**src/rtl/ai_result_stabilizer.sv**
```systemverilog
// Debounces raw AI classifier results: circular history of confident results,
// sequential majority vote with hysteresis, lock/change/timeout indications.
//
// state    | meaning
// ---------+-------------------------------------------------------------
// S_IDLE   | cleared, waiting for the first enabled cycle
// S_FILL   | history not yet full, accepted results appended
// S_TRACK  | history full, next accepted (or pending) result starts a vote
// S_VOTE   | scanning one history entry per cycle into per-type counters
// S_DECIDE | winner selected, outputs and pulses registered
module ai_result_stabilizer #(
    parameter int unsigned DEPTH          = 8,
    parameter int unsigned VOTE_MIN       = 5,
    parameter logic [7:0]  CONF_MIN       = 8'd128,
    parameter logic [31:0] TIMEOUT_CYCLES = 32'd50_000_000
) (
    input  logic       clk,
    input  logic       rst_n,
    input  logic       ai_enable,
    input  logic [2:0] waveform_type_in,
    input  logic [7:0] confidence_in,
    input  logic       result_valid_in,
    output logic [2:0] stable_type,
    output logic [7:0] stable_confidence,
    output logic       locked,
    output logic       stable_valid,
    output logic       type_changed,
    output logic [7:0] dropped_cnt
);

    localparam int unsigned PW = $clog2(DEPTH);
    localparam int unsigned CW = PW + 1;

    typedef enum logic [2:0] {
        S_IDLE   = 3'd0,
        S_FILL   = 3'd1,
        S_TRACK  = 3'd2,
        S_VOTE   = 3'd3,
        S_DECIDE = 3'd4
    } state_e;

    state_e          state_q, state_d;
    logic [2:0]      hist_q [DEPTH];
    logic            wr_en;
    logic [2:0]      wr_data;
    logic [PW-1:0]   wptr_q, wptr_d;
    logic [CW-1:0]   fill_q, fill_d;
    logic [PW-1:0]   scan_q, scan_d;
    logic [CW-1:0]   cnt_q [8];
    logic [CW-1:0]   cnt_d [8];
    logic            pend_vld_q, pend_vld_d;
    logic [2:0]      pend_type_q, pend_type_d;
    logic [2:0]      stype_q, stype_d;
    logic [7:0]      sconf_q, sconf_d;
    logic            locked_q, locked_d;
    logic            svalid_q, svalid_d;
    logic            tchg_q, tchg_d;
    logic [7:0]      drop_q, drop_d;
    logic [31:0]     tmo_q, tmo_d;

    logic            accept;
    logic            tmo_fire;
    logic [2:0]      win_type;
    logic [CW-1:0]   win_cnt;
    logic [15:0]     agree_w;
    logic [7:0]      agree;

    assign accept   = result_valid_in && ai_enable && (confidence_in >= CONF_MIN);
    assign tmo_fire = !result_valid_in && (tmo_q == TIMEOUT_CYCLES - 32'd1);

    // Strictly-greater scan from type 0 upward gives ties to the lowest code.
    always_comb begin
        win_type = 3'd0;
        win_cnt  = cnt_q[0];
        for (int t = 1; t < 8; t++) begin
            if (cnt_q[t] > win_cnt) begin
                win_cnt  = cnt_q[t];
                win_type = 3'(t);
            end
        end
        agree_w = (16'(win_cnt) * 16'd255) >> PW;
        agree   = (agree_w > 16'd255) ? 8'hFF : agree_w[7:0];
    end

    always_ff @(posedge clk or negedge rst_n) begin
        if (!rst_n) begin
            state_q <= S_IDLE;
        end else begin
            state_q <= state_d;
        end
    end

    always_comb begin
        state_d = state_q;
        if (!ai_enable) begin
            state_d = S_IDLE;
        end else if (tmo_fire && state_q != S_IDLE) begin
            state_d = S_FILL;
        end else begin
            case (state_q)
                S_IDLE:   state_d = S_FILL;
                S_FILL:   if (accept && fill_q == CW'(DEPTH - 1)) state_d = S_VOTE;
                S_TRACK:  if (accept || pend_vld_q) state_d = S_VOTE;
                S_VOTE:   if (scan_q == PW'(DEPTH - 1)) state_d = S_DECIDE;
                S_DECIDE: state_d = S_TRACK;
                default:  state_d = S_IDLE;
            endcase
        end
    end

    always_comb begin
        wptr_d      = wptr_q;
        fill_d      = fill_q;
        scan_d      = scan_q;
        cnt_d       = cnt_q;
        pend_vld_d  = pend_vld_q;
        pend_type_d = pend_type_q;
        stype_d     = stype_q;
        sconf_d     = sconf_q;
        locked_d    = locked_q;
        drop_d      = drop_q;
        tmo_d       = tmo_q;
        svalid_d    = 1'b0;
        tchg_d      = 1'b0;
        wr_en       = 1'b0;
        wr_data     = waveform_type_in;

        if (!ai_enable) begin
            wptr_d      = '0;
            fill_d      = '0;
            scan_d      = '0;
            cnt_d       = '{default: '0};
            pend_vld_d  = 1'b0;
            pend_type_d = 3'd0;
            stype_d     = 3'd7;
            sconf_d     = 8'd0;
            locked_d    = 1'b0;
            drop_d      = 8'd0;
            tmo_d       = '0;
        end else begin
            if (result_valid_in) begin
                tmo_d = '0;
            end else if (tmo_q != TIMEOUT_CYCLES) begin
                tmo_d = tmo_q + 32'd1;
            end

            if (tmo_fire && state_q != S_IDLE) begin
                fill_d     = '0;
                wptr_d     = '0;
                pend_vld_d = 1'b0;
                stype_d    = 3'd7;
                locked_d   = 1'b0;
                tchg_d     = (stype_q != 3'd7);
            end else begin
                case (state_q)
                    S_FILL: begin
                        if (accept) begin
                            wr_en  = 1'b1;
                            wptr_d = wptr_q + PW'(1);
                            fill_d = fill_q + CW'(1);
                        end
                    end
                    // A held pending entry is consumed here, so chained votes sit DEPTH+2 apart.
                    S_TRACK: begin
                        if (pend_vld_q) begin
                            wr_en       = 1'b1;
                            wr_data     = pend_type_q;
                            wptr_d      = wptr_q + PW'(1);
                            pend_vld_d  = accept;
                            pend_type_d = waveform_type_in;
                        end else if (accept) begin
                            wr_en  = 1'b1;
                            wptr_d = wptr_q + PW'(1);
                        end
                    end
                    S_VOTE: begin
                        for (int t = 0; t < 8; t++) begin
                            if (hist_q[scan_q] == 3'(t)) cnt_d[t] = cnt_q[t] + CW'(1);
                        end
                        scan_d = scan_q + PW'(1);
                    end
                    S_DECIDE: begin
                        svalid_d = 1'b1;
                        sconf_d  = agree;
                        if (win_cnt >= CW'(VOTE_MIN)) begin
                            locked_d = 1'b1;
                            stype_d  = win_type;
                            tchg_d   = (win_type != stype_q);
                        end else begin
                            locked_d = 1'b0;
                        end
                    end
                    default: ;
                endcase

                if (accept && (state_q == S_VOTE || state_q == S_DECIDE)) begin
                    pend_vld_d  = 1'b1;
                    pend_type_d = waveform_type_in;
                    if (pend_vld_q && drop_q != 8'hFF) drop_d = drop_q + 8'd1;
                end
            end

            if (state_d == S_VOTE && state_q != S_VOTE) begin
                cnt_d  = '{default: '0};
                scan_d = '0;
            end
        end
    end

    always_ff @(posedge clk or negedge rst_n) begin
        if (!rst_n) begin
            for (int i = 0; i < DEPTH; i++) hist_q[i] <= 3'd0;
            wptr_q      <= '0;
            fill_q      <= '0;
            scan_q      <= '0;
            cnt_q       <= '{default: '0};
            pend_vld_q  <= 1'b0;
            pend_type_q <= 3'd0;
            stype_q     <= 3'd7;
            sconf_q     <= 8'd0;
            locked_q    <= 1'b0;
            svalid_q    <= 1'b0;
            tchg_q      <= 1'b0;
            drop_q      <= 8'd0;
            tmo_q       <= '0;
        end else begin
            if (!ai_enable) begin
                for (int i = 0; i < DEPTH; i++) hist_q[i] <= 3'd0;
            end else if (wr_en) begin
                hist_q[wptr_q] <= wr_data;
            end
            wptr_q      <= wptr_d;
            fill_q      <= fill_d;
            scan_q      <= scan_d;
            cnt_q       <= cnt_d;
            pend_vld_q  <= pend_vld_d;
            pend_type_q <= pend_type_d;
            stype_q     <= stype_d;
            sconf_q     <= sconf_d;
            locked_q    <= locked_d;
            svalid_q    <= svalid_d;
            tchg_q      <= tchg_d;
            drop_q      <= drop_d;
            tmo_q       <= tmo_d;
        end
    end

    assign stable_type       = stype_q;
    assign stable_confidence = sconf_q;
    assign locked            = locked_q;
    assign stable_valid      = svalid_q;
    assign type_changed      = tchg_q;
    assign dropped_cnt       = drop_q;

endmodule

```
**config.mk**
```make
export PLATFORM = sky130hd
export DESIGN_NAME = ai_result_stabilizer
export DESIGN_NICKNAME = d
export VERILOG_FILES = /design/src/rtl/ai_result_stabilizer.sv
export SDC_FILE = /design/constraint.sdc
export NUM_CORES = 1
export LEC_CHECK = 0
export ABC_CLOCK_PERIOD_IN_PS = 17700
export BUFFER_PORTS_ARGS = -buffer_cell sky130_fd_sc_hd__buf_2
export CAP_MARGIN = 20
export CORE_MARGIN = 5
export CORE_UTILIZATION = 42
export CTS_CLUSTER_DIAMETER = 40
export DETAILED_ROUTE_END_ITERATION = 16
export GPL_ROUTABILITY_DRIVEN = 0
export SETUP_SLACK_MARGIN = 0.02
export SYNTH_ARGS = -nofsm -noshare
export SYNTH_HDL_FRONTEND = slang
export SYNTH_SLANG_ARGS = --single-unit
```
**constraint.sdc**
```tcl
create_clock -name clk -period 17.7 [get_ports clk]
set_input_delay 2.655 -clock clk [delete_from_list [all_inputs] [get_ports clk]]
set_output_delay 2.655 -clock clk [all_outputs]
set_load 0.03 [all_outputs]
```
# [Word-level counts from Yosys, hierarchy flattened]
# Index checks and enable logic that the tools add are counted.
[classes] reduce_logical=29 n_lt_le_gt_ge=13 multipliers=1 n_addsub=13 eq_ne=44 muxes=98 bitwise_logic=2
[ops] cell="32-bit 2-to-1 mux" n=7
[ops] cell="3-bit 2-to-1 mux" n=33
[ops] cell="4-bit 2-to-1 mux" n=19
[ops] cell="8-bit 2-to-1 mux" n=8
[ops] cell="24-bit 2-to-1 mux" n=2
[ops] cell="3-bit by 1-bit != test with 1-bit output, second input constant" n=16
[ops] cell="4-bit by 1-bit adder with 4-bit output, second input constant" n=9
[ops] cell="32-bit by 1-bit adder with 32-bit output, second input constant" n=1
[ops] cell="32-bit by 26-bit equality test with 1-bit output, second input constant" n=1
[ops] cell="32-bit by 26-bit != test with 1-bit output, second input constant" n=1
[ops] cell="3-bit AND reduction" n=10
[ops] cell="4-bit greater-than comparator" n=7
[ops] cell="24-bit bitwise mux" n=1
[ops] cell="1-bit 2-to-1 mux" n=21
[ops] cell="3-bit equality test, second input constant" n=6
[ops] cell="3-bit by 2-bit equality test with 1-bit output, second input constant" n=5
[ops] cell="3-bit one-hot mux with 5 select lines" n=1
[ops] cell="4-bit by 8-bit multiplier with 12-bit output, second input constant" n=1
[ops] cell="3-bit binary-select mux with 3-bit select" n=1
[ops] cell="3-bit demux with 3-bit select" n=1
[ops] cell="9-bit by 8-bit greater-than comparator with 1-bit output, second input constant" n=1
[ops] cell="1-bit logical AND" n=9
[ops] cell="8-bit by 1-bit adder with 8-bit output, second input constant" n=1
[ops] cell="4-bit greater-or-equal comparator, second input constant" n=2
[ops] cell="22 further kinds" n=36
[word_totals] input_bits=15 elab_cells=229 out_inout_bits=22 regBits=127

# [Depth between registers and ports, before layout]
# Gate-level depths: netlist of the first run.
[logic_depth] ltp_word=20 ltp_mapped=78 mapped_depth_nobuf=75

# [Least setup slack after synthesis of the first run]
# Ideal clock, no wire load.
[synth_path] path_type="register -> register" from="register cnt_q[25] (netlist bit)" to="register sconf_q[1] (netlist: stable_confidence[1])" setup_ps=148 t_arrival_ps=14732 period_less_slack_ps=14880 slack_ps=2820 stages_incl_launch_ff=72 n_path_buf=3 required_ps=17552 cell_sequence="dfrtp_1 -> ha_1 -> nor2b_4 -> o211a_4 -> o21a_1 -> a21oi_1 -> ha_1 -> nor2b_1 -> a2bb2oi_1 -> a31oi_1 -> o21ai_0 -> mux2i_4 -> mux2i_1 -> inv_1 -> ha_1 -> a21oi_1 -> a21oi_1 -> maj3_1 -> (+36 left out) -> a221o_1 -> clkbuf_1 -> fa_1 -> inv_1 -> fa_1 -> inv_1 -> fa_1 -> inv_1 -> a21o_1 -> a21oi_1 -> o21bai_1 -> a21oi_1 -> xnor2_1 -> and4_1 -> nand2b_1 -> or4_1 -> a311oi_2 -> o221ai_1"
[synth_between] elab_chain_len=20
[synth_lines] item="start, declared" line_no="49" text="logic [CW-1:0] cnt_q [8];"
[synth_lines] item="start signal, assigned" line_no="235" text="cnt_q <= cnt_d;"
[synth_lines] item="4-bit greater-than comparator" line_no="76" text="if (cnt_q[t] > win_cnt) begin"
[synth_lines] item="4-bit 2-to-1 mux (*)" line_no="76"
[synth_lines] item="4-bit greater-than comparator" line_no="76"
[synth_lines] item="4-bit 2-to-1 mux (*)" line_no="76"
[synth_lines] item="4-bit greater-than comparator" line_no="76"
[synth_lines] item="4-bit 2-to-1 mux (*)" line_no="76"
[synth_lines] item="4-bit greater-than comparator" line_no="76"
[synth_lines] item="4-bit 2-to-1 mux (*)" line_no="76"
[synth_lines] item="(+4 left out)"
[synth_lines] item="4-bit greater-than comparator" line_no="76"
[synth_lines] item="4-bit 2-to-1 mux (*)" line_no="76"
[synth_lines] item="4-bit by 8-bit multiplier with 12-bit output (*)" line_no="81" text="agree_w = (16'(win_cnt) * 16'd255) >> PW;"
[synth_lines] item="9-bit by 8-bit greater-than comparator with 1-bit output" line_no="82" text="agree = (agree_w > 16'd255) ? 8'hFF : agree_w[7:0];"
[synth_lines] item="8-bit 2-to-1 mux (*)" line_no="82"
[synth_lines] item="8-bit 2-to-1 mux (*)" line_no="155" text="case (state_q)"
[synth_lines] item="8-bit 2-to-1 mux (*)" line_no="147" text="if (tmo_fire && state_q != S_IDLE) begin"
[synth_lines] item="8-bit 2-to-1 mux (*)" line_no="128" text="if (!ai_enable) begin"
[synth_lines] item="end signal, assigned" line_no="239" text="sconf_q <= sconf_d;"
[synth_lines] item="end, declared" line_no="54" text="logic [7:0] sconf_q, sconf_d;"
# Every way passes the cells marked *; elsewhere a longest branch is shown, timed or not. The select of a mux whose other input is x is not followed.
# A chain may end at the register's enable or synchronous reset.

# [Worst setup path after layout of the first run]
# Ends and elaborated chain as after synthesis.

==> reports/results.tsv, run 1 <==
stage	metric	value	unit
place	place_hpwl	12100	um
timing	maxSlewHeadroom	42.2	%
layout	design_area	0.00917	mm^2
floorplan	design.core.area	0.0193	mm^2
layout	instances_no_fill	1164	
critical_path	slowest_stage	fa_1	
synthesis	netlist.area_leader.share	38.0	%
timing	setup_viol	0	
critical_path	cp_max_fo	11	
hold_path	hold_class	reg -> reg	
synthesis	synth_top_area_cell	dfrtp_1	
drt	wl_per_cell	14.7	um
grt	antenna_found_initial	0	
drt	post-route-drc-count	0	
place	dp_cells	1131	
grt	grt_pass1_wl	29000	um
grt	grt_pass1_vias	5803	
drt	drt-pass1-iter-count	5	
cts	hold_buffers	0	
pwr	powerDensity	72.6	mW/mm^2
floorplan	die_area	0.0223	mm^2
synthesis	synthFlopType	dfrtp_1	
critical_path	path_class	reg -> reg	
grt	grt.overflow.total	0	
synthesis	ys_top_cells_by_area	dfrtp_1 (38%), ha_1 (7.8%), nor2_1 (6.6%), mux2i_1 (5.8%), xor2_1 (4.3%)	
synthesis	ys_seq_area_share	39.0	%
synthesis	ys_ff_latch	127	
cts	cts_buffer_depth	2	
timing	maxSlewViolCount	0	
layout	diodes	0	
critical_path	cpMostUsedCell	a21oi_1	
timing	rsz0062_at_grt	false	
layout	drive_gt1_share	11.3	%
grt	grt_use_total	16.1	%
synthesis	synth.avg_cell_area	9.49	um^2
synthesis	synth_warnings	0	
critical_path	cp.arrival	16.59	ns
cts	cts_root_buf	clkbuf_16	
cts	cts_tree	done	
synthesis	syn_nets	932	
timing	worst_pin_slew	0.856	ns
synthesis	synth_edf_count	0	
cts	clk_pin_slew	0.06	ns
drt	vias	6118	
synthesis	synthArstFlopShare	100	%
drt	wl	17200	um
floorplan	initial_utilization	42.4	%
drt	antenna_left	0	
run_status	status	finished clean	
critical_path	max_stage_delay	0.62	ns
timing	fin_crit_sh	92.2	%
timing	worst_slack	1.37	ns
timing	clock.fmax	0.0612	GHz
place	placed_area	0.00856	mm^2
pwr	p_leak	4.29	nW
place	dp_slack	1.18	ns
drt	drt_first_iter_violations	354	
cts	clkSinkCount	127	
pwr	finalPower	0.000666	W
layout	syn_to_final_growth	12.4	%
cts	cts_buffers	17	
place	place.port_buffers	29	
floorplan	io_pins	37	
pwr	ir_drop	0.0000636	V
drt	routed_via_density	5.26	
synthesis	netlist_area	0.00816	mm^2
critical_path	cp.required	17.96	ns
layout	fin_nets	958	
timing	fin_skew	0.00741	ns
critical_path	crit_path_end_kind	flip-flop	
cts	worstSkewPairLatency	0.41	ns
synthesis	syn_inst	860	
critical_path	crit_path_start_kind	flip-flop	
synthesis	synth_cell_type_count	78	
timing	setup_tns	0	ns
run	maxCapViolCount	0	
grt	grt_max_degree	77	
timing	hold_viol_final	0	
cts	htree_levels	4	
floorplan	die_y	149	um
floorplan	die_x	149	um
floorplan	rows	51	
timing	min_period	16.33	ns
## state kept, by name (all words and copies together), names as in the netlist, 3 cells and up
| signal | count |
|---|---|
| tmo_q | 32 |
| scan_q | 3 |
| state_q | 3 |
| cnt_q | 32 |
| pend_type_q | 3 |
| fill_q | 4 |
| stable_type | 3 |
| hist_q | 24 |
| dropped_cnt | 8 |
| wptr_q | 3 |
| stable_confidence | 8 |
## per-stage QoR
step,hold slack (ns),utilization (%)
final,0.481,47.6
after global routing,0.512,47.6
after CTS,0.487,47.5
after detailed placement,0.475,44.4
after global placement,0.466,44.4
after floorplan,0.481,-
## critical path, delay by kind of cell (launching register included)
family,cells,cell delay (ns)
adders and majority gates,11,4.10
muxes,4,1.31
and+or+nand+nor,14,2.56
buffers and inverters,7,0.78
xor gates and xnor gates,1,0.20
AOI/OAI and AO/OA,32,6.74
DFF,1,0.44
## cells by family after synthesis
kind of cell | share of synthesized area [%]
AND/OR/NAND/NOR | 19.9
AO/OA/AOI/OAI | 11.8
flip-flops | 39.0
buffers and inverters | 3.63
XOR/XNOR | 6.97
multiplexers | 9.33
adder cells (fa/ha/maj) | 9.41
## repair_timing
item / in CTS / in global routing
setup endpoints to repair: 0 / 5
setup buffers: 0 / 1
gates resized for setup: 0 / 2
## metal layers
layer / global-route usage [%] / vias to the layer above / wire length, um
met5: 0 / - / 0
met3: 2.97 / 15 / 618
met1: 23.7 / 2933 / 8790
li1: - / 3081 / -
met2: 24.2 / 89 / 7560
met4: 4.53 / 0 / 192
## worst paths after layout
path                       cells after the start                  from  slack [ns]                    to
setup reg to reg                              69             cnt_q[25]        1.37  stable_confidence[1]
hold reg to reg                                2  stable_confidence[4]        0.48  stable_confidence[4]
min in group asynchronous                      1                 rst_n        2.28              tmo_q[1]
setup / recovery                              69             cnt_q[25]        1.37  stable_confidence[1]
hold / removal                                 2  stable_confidence[4]        0.48  stable_confidence[4]
max in group asynchronous                      2                 rst_n       14.25             tmo_q[14]
## layout make-up
type / instances / area [um^2]
clock buffer: 22 / 464
clock inverter: 10 / 135
fill: 1858 / 10100
inverter: 48 / 180
multi-input combinational: 658 / 4690
sequential: 127 / 3180
tap: 265 / 332
timing repair buffer: 34 / 189
## power breakdown
part           leakage, nW  total [W]  switching (W)  internal [W]
combinational         2.24  0.0000178      0.0000140    0.00000379
clock                0.294   0.000355       0.000127      0.000229
sequential            1.76   0.000292     0.00000107      0.000291
## cells in the mapped netlist (13+ instances only)
master	count
clkbuf_1	25
nand4_1	21
o21ai_0	25
nand2_1	65
dfrtp_1	124
nand3_1	18
inv_1	46
xnor2_1	25
mux2i_1	47
a21oi_1	31
nor2_1	143
xor2_1	40
ha_1	51
and3_1	13
## cells in the final DEF, fill, tap and decap left out, drive strengths merged, types with 4 or more instances in the layout
cell type,Yosys,final
a21o,6,6
a21oi,31,31
a221oi,4,4
a22oi,5,5
a31oi,5,5
and2,5,5
and3,13,13
buf,2,34
clkbuf,25,22
clkinv,2,7
dfrtp,124,124
fa,6,6
ha,51,51
inv,46,47
mux2,10,10
mux2i,49,49
mux4,6,6
nand2,65,65
nand2b,10,10
nand3,18,18
nand3b,5,5
nand4,21,21
nor2,144,144
nor2b,9,9
nor3,11,11
nor3b,4,4
nor4,5,5
nor4bb,4,4
o21a,7,7
o21ai,31,31
o21bai,4,4
o31a,4,4
or3,9,9
xnor2,25,25
xor2,40,40
No activity file was read; power rests on OpenSTA's default activity.
==> run 2, diff against run 1 <==
- ABC_CLOCK_PERIOD_IN_PS: 17700 -> 20800
- SETUP_SLACK_MARGIN: 0.02 -> not set
- clock period: 17.7 -> 20.8 ns (I/O delays scaled with it)
==> run 2 against run 1 <==
  * Die area stayed put
  * First-iteration DRC count is 6.2% higher
  * Global-route usage is 0.38 points higher
  * Combinational power is 16% lower
  * Core utilization is 0.16 points lower
  * Critical path depth is 1 lower
  * Setup slack better by 2.8 ns
  * Sequential power is 15% lower
  * Design area is 0.33% lower
  * Largest cell class unchanged
==> reports/results.tsv, run 2 (synthesized netlist as in run 1, its figures left out) <==
stage	metric	value	unit	change
run_status	status	finished clean		unchanged
cts	htree_levels	4		unchanged
critical_path	critPathTopFamily	compound AO/OA/AOI/OAI gates		unchanged
cts	clk_pin_slew	0.06	ns	about the same
place	placed_area	0.00856	mm^2	unchanged
layout	drive_gt1_share	11.2	%	was 11.3%
floorplan	io_pins	37		unchanged
critical_path	crit_path_start_kind	flip-flop		unchanged
critical_path	path_class	reg -> reg		unchanged
timing	min_period	16.66	ns	was 16.33 ns
critical_path	cp.required	21.06	ns	was 17.96 ns
timing	hold_ws	0.484	ns	was 0.481 ns
grt	grt_use_total	16.4	%	was 16.1%
timing	worst_pin_slew	0.852	ns	was 0.856 ns
layout	diodes	0		unchanged
pwr	pwr-share-clk	52.8	%	was 53.4%
cts	clkSinkCount	127		unchanged
cts	cts_tree	done		unchanged
cts	worstSkewPairLatency	0.42	ns	was 0.41 ns
pwr	p_leak	4.28	nW	was 4.29 nW
place	dp_cells	1131		unchanged
grt	antenna_found_initial	0		unchanged
cts	postCtsResizedCells	0		unchanged
timing	fin_skew	0.00737	ns	was 0.00741 ns
pwr	p_seq_share	44.5	%	was 43.9%
place	place_hpwl	12300	um	was 12100 um
cts	cts_root_buf	clkbuf_16		unchanged
floorplan	initial_utilization	42.4	%	unchanged
grt	grt_pass1_vias	6026		was 5803
floorplan	rows	51		unchanged
layout	reg_top3	cnt_q: 32 flops, tmo_q: 32 flops, hist_q: 24 flops		unchanged
pwr	p_int	0.000431	W	was 0.000524 W
critical_path	cp_max_fo	11		unchanged
drt	drt-pass1-iter-count	5		unchanged
layout	n_fill_cell	1839		was 1858
layout	layout_common_cells	nor2_1 (143), dfrtp_1 (124), nand2_1 (65)		unchanged
drt	drt_first_iter_violations	376		was 354
drt	vias	6067		was 6118
pwr	power_switching	0.000128	W	was 0.000142 W
floorplan	die_y	149	um	unchanged
layout	syn_to_final_growth	12.0	%	was 12.4%
cts	hold_buffers	0		unchanged
timing	setup_viol	0		unchanged
timing	maxSlewHeadroom	42.4	%	was 42.2%
floorplan	die_x	149	um	unchanged
grt	grt_pass1_wl	29900	um	was 29000 um
pwr	powerDensity	61.1	mW/mm^2	was 72.6 mW/mm^2
timing	clock.fmax	0.0600	GHz	was 0.0612 GHz
layout	instances_no_fill	1163		was 1164
floorplan	die_area	0.0223	mm^2	unchanged
run	maxCapViolCount	0		unchanged
critical_path	cpMostUsedCell	a21oi_1		unchanged
timing	hold_viol_final	0		unchanged
pwr	ir_drop	0.0000548	V	was 0.0000636 V
timing	rsz0062_at_grt	false		unchanged
layout	design_area	0.00914	mm^2	was 0.00917 mm^2
floorplan	design.core.area	0.0193	mm^2	unchanged
grt	grt.overflow.total	0		unchanged
critical_path	crit_path_end_kind	flip-flop		unchanged
drt	post-route-drc-count	0		unchanged
drt	wl	17300	um	was 17200 um
drt	routed_via_density	5.22		was 5.26
drt	antenna_left	0		unchanged
critical_path	slowest_stage	fa_1		unchanged
place	place.port_buffers	29		unchanged
layout	final_common_cell	nor2_1		unchanged
timing	maxSlewViolCount	0		unchanged
hold_path	hold_class	reg -> reg		unchanged
layout	fin_nets	957		was 958
cts	cts_setup_buffers	0		unchanged
grt	grt_max_degree	66		was 77
timing	fin_crit_sh	80.1	%	was 92.2%
critical_path	max_stage_delay	0.66	ns	was 0.62 ns
pwr	swShare	22.9	%	was 21.3%
cts	cts_buffers	17		unchanged
cts	cts_buffer_depth	2		unchanged
critical_path	cp.arrival	16.93	ns	was 16.59 ns
pwr	comb_power_share	2.7	%	about the same
timing	setup_tns	0	ns	unchanged
drt	wl_per_cell	14.9	um	was 14.7 um
critical_path	crit_buf_inv	7		unchanged
run 2: per-layer routing:
metal	global-route usage [%]	wire length [um]
met4	4.71	193
met2	24.6	7650
met1	24.5	9080
met5	0	0
met3	2.97	410
run 2: worst paths after layout:
kind	startpoint	end	slack, ns	cells after the start
worst max register to register	cnt_q[25]	stable_confidence[1]	4.14	68
worst max-delay path	cnt_q[25]	stable_confidence[1]	4.14	68
max in group asynchronous	rst_n	cnt_q[9]	16.85	2
worst min register to register	stable_confidence[0]	stable_confidence[0]	0.48	2
worst min-delay path	stable_confidence[0]	stable_confidence[0]	0.48	2
min in group asynchronous	rst_n	tmo_q[28]	2.70	1
run 2: layout make-up:
class	instances	area (um^2)	share of cell area [%]
Timing Repair Buffer	33	181	1.98
Clock buffer	19	443	4.85
Sequential cell	127	3180	34.8
Inverter	48	180	1.97
Clock inverter	13	139	1.52
Tap cell	265	332	3.63
Multi-Input combinational cell	658	4680	51.2
run 2: metrics by stage:
stage | power (W) | utilization [%] | setup WS [ns]
3_3_place_gp | 0.000269 | 44.4 | 4.29
5_1_grt | 0.000580 | 47.4 | 2.81
2_1_floorplan | 0.000260 | - | 5.92
3_5_place_dp | 0.000269 | 44.4 | 4.23
4_1_cts | 0.000566 | 47.4 | 4.19
6_report | 0.000558 | 47.4 | 4.14
run 2: power groups by stage:
stage | Clock, W | Combinational [W] | Sequential [W]
2_1_floorplan | 0 | 0.00000757 | 0.000253
3_3_place_gp | 0 | 0.0000157 | 0.000253
3_5_place_dp | 0 | 0.0000158 | 0.000253
4_1_cts | 0.000301 | 0.0000158 | 0.000249
5_1_grt | 0.000314 | 0.0000176 | 0.000249
6_report | 0.000295 | 0.0000150 | 0.000249
run 2: worst min-delay path: cells and delay by family, from the launching register on:
family,cells,cell delay [ns]
and+or+nand+nor,1,0.05
AOI/OAI and AO/OA,1,0.06
DFF,1,0.34
